<file path="config.mk">
export PLATFORM = sky130hd
export DESIGN_NAME = dbguart_cmd_seq
export DESIGN_NICKNAME = d
export VERILOG_FILES = /design/src/rtl/dbguart_cmd_seq.sv
export SDC_FILE = /design/constraint.sdc
export NUM_CORES = 1
export LEC_CHECK = 0
export ABC_CLOCK_PERIOD_IN_PS = 3900
export CAP_MARGIN = 25
export CORE_ASPECT_RATIO = 0.5
export CORE_MARGIN = 2
export CORE_UTILIZATION = 47
export DETAILED_ROUTE_END_ITERATION = 7
export GPL_TIMING_DRIVEN = 0
export PLACE_DENSITY_LB_ADDON = 0.08
export SLEW_MARGIN = 10
export SYNTH_ARGS = -nofsm -noshare
export SYNTH_HDL_FRONTEND = slang
export SYNTH_SLANG_ARGS = --single-unit
</file>
<file path="constraint.sdc">
create_clock -name clk -period 3.9 [get_ports clk]
set_clock_uncertainty 0.15 [all_clocks]
set_input_delay 1.17 -clock clk [delete_from_list [all_inputs] [get_ports clk]]
set_output_delay 1.17 -clock clk [all_outputs]
set_load 0.03 [all_outputs]
</file>
<file path="src/rtl/dbguart_cmd_seq.sv">
// Debug UART command sequencer: turns 'W'/'R' byte commands into bus request messages
// and frames the responses back as bytes. Optional WAIT timeout: DBGUART_SEQ_TIMEOUT_EN.
module dbguart_cmd_seq #(
  parameter  int AWID = 32,
  parameter  int DWID = 32,
  parameter  int TWID = 5,
  parameter  int BWID = 2,
  localparam int WID  = 2 + TWID + BWID + AWID + DWID
) (
  input  logic           clk,
  input  logic           rst_n,
  input  logic [7:0]     rxdata,
  input  logic           rx_valid,
  output logic           read_rx,
  output logic [7:0]     txdata,
  input  logic           tx_empty,
  output logic           write_tx,
  output logic [WID-1:0] msg_out,
  input  logic           msg_out_ack,
  input  logic [WID-1:0] msg_in,
  output logic           msg_in_ack
);

  localparam logic [2:0] S_IDLE = 3'd0;
  localparam logic [2:0] S_ADDR = 3'd1;
  localparam logic [2:0] S_DATA = 3'd2;
  localparam logic [2:0] S_SEND = 3'd3;
  localparam logic [2:0] S_WAIT = 3'd4;
  localparam logic [2:0] S_TXH  = 3'd5;
  localparam logic [2:0] S_TXD  = 3'd6;

  localparam int AB = AWID / 8;
  localparam int DB = DWID / 8;
  localparam logic [BWID-1:0] BSIZE = BWID'($clog2(DB));
  localparam logic [7:0] LAST_AB = 8'(AB - 1);
  localparam logic [7:0] LAST_DB = 8'(DB - 1);

  logic [2:0]      state_r;
  logic            run_r;
  logic            is_wr_r;
  logic            more_r;
  logic [TWID-1:0] tag_r;
  logic [7:0]      cnt_r;
  logic [AWID-1:0] addr_r;
  logic [DWID-1:0] data_r;
  logic [7:0]      hbyte_r;
  logic [7:0]      txdata_r;
`ifdef DBGUART_SEQ_TIMEOUT_EN
  logic [15:0]     to_cnt_r;
`endif

  logic            rx_take_s;
  logic            push_s;
  logic [7:0]      txd_byte_s;
  logic [7:0]      tx_byte_s;
  logic [1:0]      resp_cmd_s;
  logic [TWID-1:0] resp_tag_s;
  logic            resp_hit_s;

  // Handshake decode shared by the sequencer and the output stage
  always_comb begin
    rx_take_s  = run_r && rx_valid &&
                 ((state_r == S_IDLE) || (state_r == S_ADDR) || (state_r == S_DATA));
    push_s     = tx_empty && ((state_r == S_TXH) || (state_r == S_TXD));
    txd_byte_s = 8'(data_r >> (8 * (DB - 1 - int'(cnt_r))));
    tx_byte_s  = (state_r == S_TXD) ? txd_byte_s : hbyte_r;
    resp_cmd_s = msg_in[WID-1 -: 2];
    resp_tag_s = msg_in[WID-3 -: TWID];
    // tag_r has already advanced past the request now outstanding
    resp_hit_s = (state_r == S_WAIT) && (resp_cmd_s == 2'd3) &&
                 (resp_tag_s == (tag_r - TWID'(1)));
  end

  // Port drive: handshakes follow the current state, txdata holds the last pushed byte
  always_comb begin
    read_rx    = rx_take_s;
    write_tx   = push_s;
    txdata     = push_s ? tx_byte_s : txdata_r;
    msg_in_ack = run_r && (resp_cmd_s != 2'd0);
    if (state_r == S_SEND) begin
      msg_out = {(is_wr_r ? 2'd1 : 2'd2), tag_r, BSIZE, addr_r, data_r};
    end else begin
      msg_out = '0;
    end
  end

  // Command sequencer
  always_ff @(posedge clk or negedge rst_n) begin
    if (!rst_n) begin
      state_r  <= S_IDLE;
      run_r    <= 1'b0;
      is_wr_r  <= 1'b0;
      more_r   <= 1'b0;
      tag_r    <= '0;
      cnt_r    <= 8'd0;
      addr_r   <= '0;
      data_r   <= '0;
      hbyte_r  <= 8'h00;
      txdata_r <= 8'h00;
`ifdef DBGUART_SEQ_TIMEOUT_EN
      to_cnt_r <= 16'd0;
`endif
    end else begin
      run_r <= 1'b1;
      if (push_s) begin
        txdata_r <= tx_byte_s;
      end
      case (state_r)
        S_IDLE: if (rx_take_s) begin
          cnt_r  <= 8'd0;
          more_r <= 1'b0;
          if (rxdata == 8'h57 || rxdata == 8'h52) begin
            is_wr_r <= (rxdata == 8'h57);
            state_r <= S_ADDR;
          end else begin
            hbyte_r <= 8'h3F;
            state_r <= S_TXH;
          end
        end
        S_ADDR: if (rx_take_s) begin
          addr_r <= AWID'({addr_r, rxdata});
          if (cnt_r == LAST_AB) begin
            cnt_r <= 8'd0;
            if (is_wr_r) begin
              state_r <= S_DATA;
            end else begin
              data_r  <= '0;
              state_r <= S_SEND;
            end
          end else begin
            cnt_r <= cnt_r + 8'd1;
          end
        end
        S_DATA: if (rx_take_s) begin
          data_r <= DWID'({data_r, rxdata});
          if (cnt_r == LAST_DB) begin
            cnt_r   <= 8'd0;
            state_r <= S_SEND;
          end else begin
            cnt_r <= cnt_r + 8'd1;
          end
        end
        S_SEND: if (msg_out_ack) begin
          tag_r <= tag_r + TWID'(1);
`ifdef DBGUART_SEQ_TIMEOUT_EN
          to_cnt_r <= 16'd0;
`endif
          if (is_wr_r) begin
            hbyte_r <= 8'h4B;
            state_r <= S_TXH;
          end else begin
            state_r <= S_WAIT;
          end
        end
        S_WAIT: begin
          if (resp_hit_s) begin
            data_r  <= msg_in[DWID-1:0];
            hbyte_r <= 8'h44;
            more_r  <= 1'b1;
            state_r <= S_TXH;
          end else begin
`ifdef DBGUART_SEQ_TIMEOUT_EN
            if (to_cnt_r == 16'hFFFF) begin
              hbyte_r <= 8'h54;
              state_r <= S_TXH;
            end else begin
              to_cnt_r <= to_cnt_r + 16'd1;
            end
`endif
          end
        end
        S_TXH: if (push_s) begin
          cnt_r   <= 8'd0;
          state_r <= more_r ? S_TXD : S_IDLE;
        end
        S_TXD: if (push_s) begin
          if (cnt_r == LAST_DB) begin
            cnt_r   <= 8'd0;
            more_r  <= 1'b0;
            state_r <= S_IDLE;
          end else begin
            cnt_r <= cnt_r + 8'd1;
          end
        end
        default: state_r <= S_IDLE;
      endcase
    end
  end

endmodule

</file>
==> results.sh <==
export IMPL_io_buffers=134
export IMPL_gp_congestion=0.898
export IMPL_ys_types=54
export IMPL_status="complete, no violations"
export IMPL_p_comb_frac=0.417
export IMPL_fin_tns_setup_ns=0
export IMPL_arrival_ns=2.54
export IMPL_layout_drive_gt1_share=0.232
export IMPL_synth_fp_nets=558
export IMPL_area_growth_pct=41.7
export IMPL_die_x_um=153
export IMPL_htree_levels=3
export IMPL_critPathMaxStageDelay_ns=0.58
export IMPL_switching_share=0.364
export IMPL_drt_iter0_markers=240
export IMPL_power_per_cell_area_nw_per_um2=566
export IMPL_drtPass1Iterations=4
export IMPL_max_slew_margin=0.330
export IMPL_core_um2=10900
export IMPL_route_detailed_drc=0
export IMPL_row_count=27
export IMPL_wirelength_um=14300
export IMPL_avgRoutedWirePerCell_um=18.5
export IMPL_cts_sinks=95
export IMPL_final_common_cell="dfrtp_1"
export IMPL_p_int_uw=2670
export IMPL_drtAntennaViolNets=0
export IMPL_end_kind="primary output"
export IMPL_final_util=0.679
export IMPL_io_pins=170
export IMPL_setup_viol=0
export IMPL_cts_tree="yes"
export IMPL_seq_area_um2=2380
export IMPL_via_count=4192
export IMPL_path_cells="inv_1, ha_1, or4b_4, or4_4, nand2b_1, a31oi_4, buf_6"
export IMPL_clk_latency_ns=0.33
export IMPL_grt_ovfl_total=0
export IMPL_period_share=0.989
export IMPL_yosysSeqAreaShare=0.455
export IMPL_place_area_um2=6780
export IMPL_ys_flop_type="dfrtp_1"
export IMPL_setup_slack_ns=0.0435
export IMPL_cts_root_buf="clkbuf_16"
export IMPL_fin_nets=712
export IMPL_place_ws_ns=-1.33
export IMPL_finalMaxSlewViolations=0
export IMPL_slowest_stage="or4_4"
export IMPL_hold_class="register to register"
export IMPL_fin_crit_ns=3.86
export IMPL_grt_pass1_wl_um=22300
export IMPL_holdWs_ns=0.337
export IMPL_clk_pin_slew_ns=0.06
export IMPL_antenna_cells=0
export IMPL_vias_per_cell=5.44
export IMPL_leakagePower_uw=0.00392
export IMPL_grt_pass1_vias=4205
export IMPL_dp_hpwl_um=10100
export IMPL_hold_viol_final=0
export IMPL_fillers=857
export IMPL_most_common_layout_cells="dfrtp_1 (94), clkdlybuf4s50_1 (80), and2_1 (73), mux2_2 (66), dlymetal6s2s_1 (39)"
export IMPL_synth_edf_count=0
export IMPL_cts_hold_buf=0
export IMPL_ys_ff_latch=95
export IMPL_worstPathRequired_ns=2.58
export IMPL_cp_start_kind="register"
export IMPL_max_freq_mhz=259
export IMPL_reg2reg_slack_ns=0.97
export IMPL_critPathMaxFanout=8
export IMPL_drv_cap=0
export IMPL_syn_avg_cell_area_um2=11.2
export IMPL_worstMarginPinSlew_ns=0.980
export IMPL_ys_warn_count=0
export IMPL_synthCells=467
export IMPL_synthesis_area_um2=5230
export IMPL_grt_max_degree=63
export IMPL_die_y_um=78.6
export IMPL_dieArea_um2=12000
export IMPL_grtUsageTotal=0.238
export IMPL_fin_area_um2=7410
export IMPL_p_seq_frac=0.374
export IMPL_start_util=0.479
export IMPL_rsz0062_at_grt="true"
export IMPL_antenna_found_initial=0
export IMPL_multi_input_comb_area_um2=2800
export IMPL_vdd_drop_max_mv=0.286
export IMPL_cts_inserted_buffers=9
export IMPL_pwr_share_clk=0.209
export IMPL_ys_async_sr_fraction=1.00
export IMPL_clock_path_buffers=2
export IMPL_crit_type="register to primary output"
export IMPL_p_switching_uw=1520
==> worst paths after layout <==
path | startpoint | endpoint | cells after the start
max in group asynchronous | rst_n | state_r[0] | 2
min in group asynchronous | rst_n | addr_r[18] | 1
worst min-delay path | hbyte_r[5] | hbyte_r[5] | 1
worst max register to register | tag_r[0] | data_r[16] | 8
worst min register to register | hbyte_r[5] | hbyte_r[5] | 1
worst max-delay path | cnt_r[2] | txdata[0] | 7
==> per-stage QoR <==
| step | power (µW) | instances |
|---|---|---|
| floorplan | 2600 | 467 |
| global placement | 3090 | 746 |
| detailed placement | 3140 | 747 |
| CTS | 4100 | 766 |
| global route | 4430 | 771 |
| finish | 4190 | 771 |
==> kinds of logic after synthesis <==
family,count (synthesis),synth area share
simple gates,150,0.167
flops,95,0.455
compound gates,78,0.117
mux,77,0.183
buf+inv,42,0.0350
xor+xnor,18,0.0302
fa+ha+maj,5,0.0120
other cells,2,0.00144
==> cell usage after synthesis (3+ instances only) <==
library cell / count / area, µm²
a21oi_1: 6 / 30.0
inv_1: 12 / 45.0
nand2_1: 12 / 45.0
clkbuf_1: 22 / 82.6
mux2_2: 66 / 743
o21a_1: 5 / 37.5
ha_1: 5 / 62.6
nand2b_1: 11 / 68.8
nor3_1: 4 / 20.0
a31oi_1: 8 / 50.1
and2_1: 73 / 457
xor2_1: 7 / 61.3
dfrtp_1: 95 / 2380
a22o_1: 33 / 289
o21ai_0: 6 / 30.0
nand4_1: 5 / 31.3
buf_4: 4 / 30.0
mux4_2: 8 / 180
a211oi_1: 3 / 22.5
nand3_1: 6 / 30.0
o211ai_1: 4 / 30.0
xnor2_1: 11 / 96.3
nor2_1: 22 / 82.6
==> metal layers <==
layer | track usage | vias up | part of all wire
li1 | - | 1970 | -
met1 | 0.336 | 2062 | 0.46
met2 | 0.363 | 141 | 0.44
met3 | 0.0663 | 19 | 0.079
met4 | 0.0593 | 0 | 0.016
met5 | 0 | - | 0
==> final cells by class <==
cell class	instances	share of cell area
inverter	12	0.00608
clock inverter	3	0.00574
sequential	95	0.321
clock buffer	13	0.0338
tap	145	0.0245
timing repair buffer	145	0.209
buffer	28	0.0211
multi-input combinational	330	0.378
==> worst max-delay path: cells and delay by family (launching register included) <==
kind | cells | cell delay (ns)
compound gates | 1 | 0.19
flops | 1 | 0.37
fa+ha+maj | 1 | 0.14
simple gates | 3 | 1.26
buf+inv | 2 | 0.25
==> registers in the layout (all words and copies together), names as in the netlist <==
| name | flops |
|---|---|
| state_r | 3 |
| cnt_r | 8 |
| data_r | 32 |
| tag_r | 5 |
| addr_r | 32 |
| more_r | 1 |
| txdata_r | 8 |
| run_r | 1 |
| hbyte_r | 4 |
| is_wr_r | 1 |
==> repair_timing <==
item,in CTS,in global routing
setup endpoints to repair,81,75
hold endpoints to repair,0,0
pin swaps,3,6
buffers inserted,5,5
resized for setup,85,57
cloned,0,0
==> power groups by stage <==
stage / sequential [µW] / clock, µW / combinational [µW]
2_1_floorplan: 1460 / 0 / 1140
3_3_place_gp: 1550 / 0 / 1540
3_5_place_dp: 1560 / 0 / 1580
4_1_cts: 1560 / 892 / 1650
5_1_grt: 1620 / 931 / 1890
6_report: 1570 / 876 / 1750
Note: power is estimated with default switching activity, not from simulation.
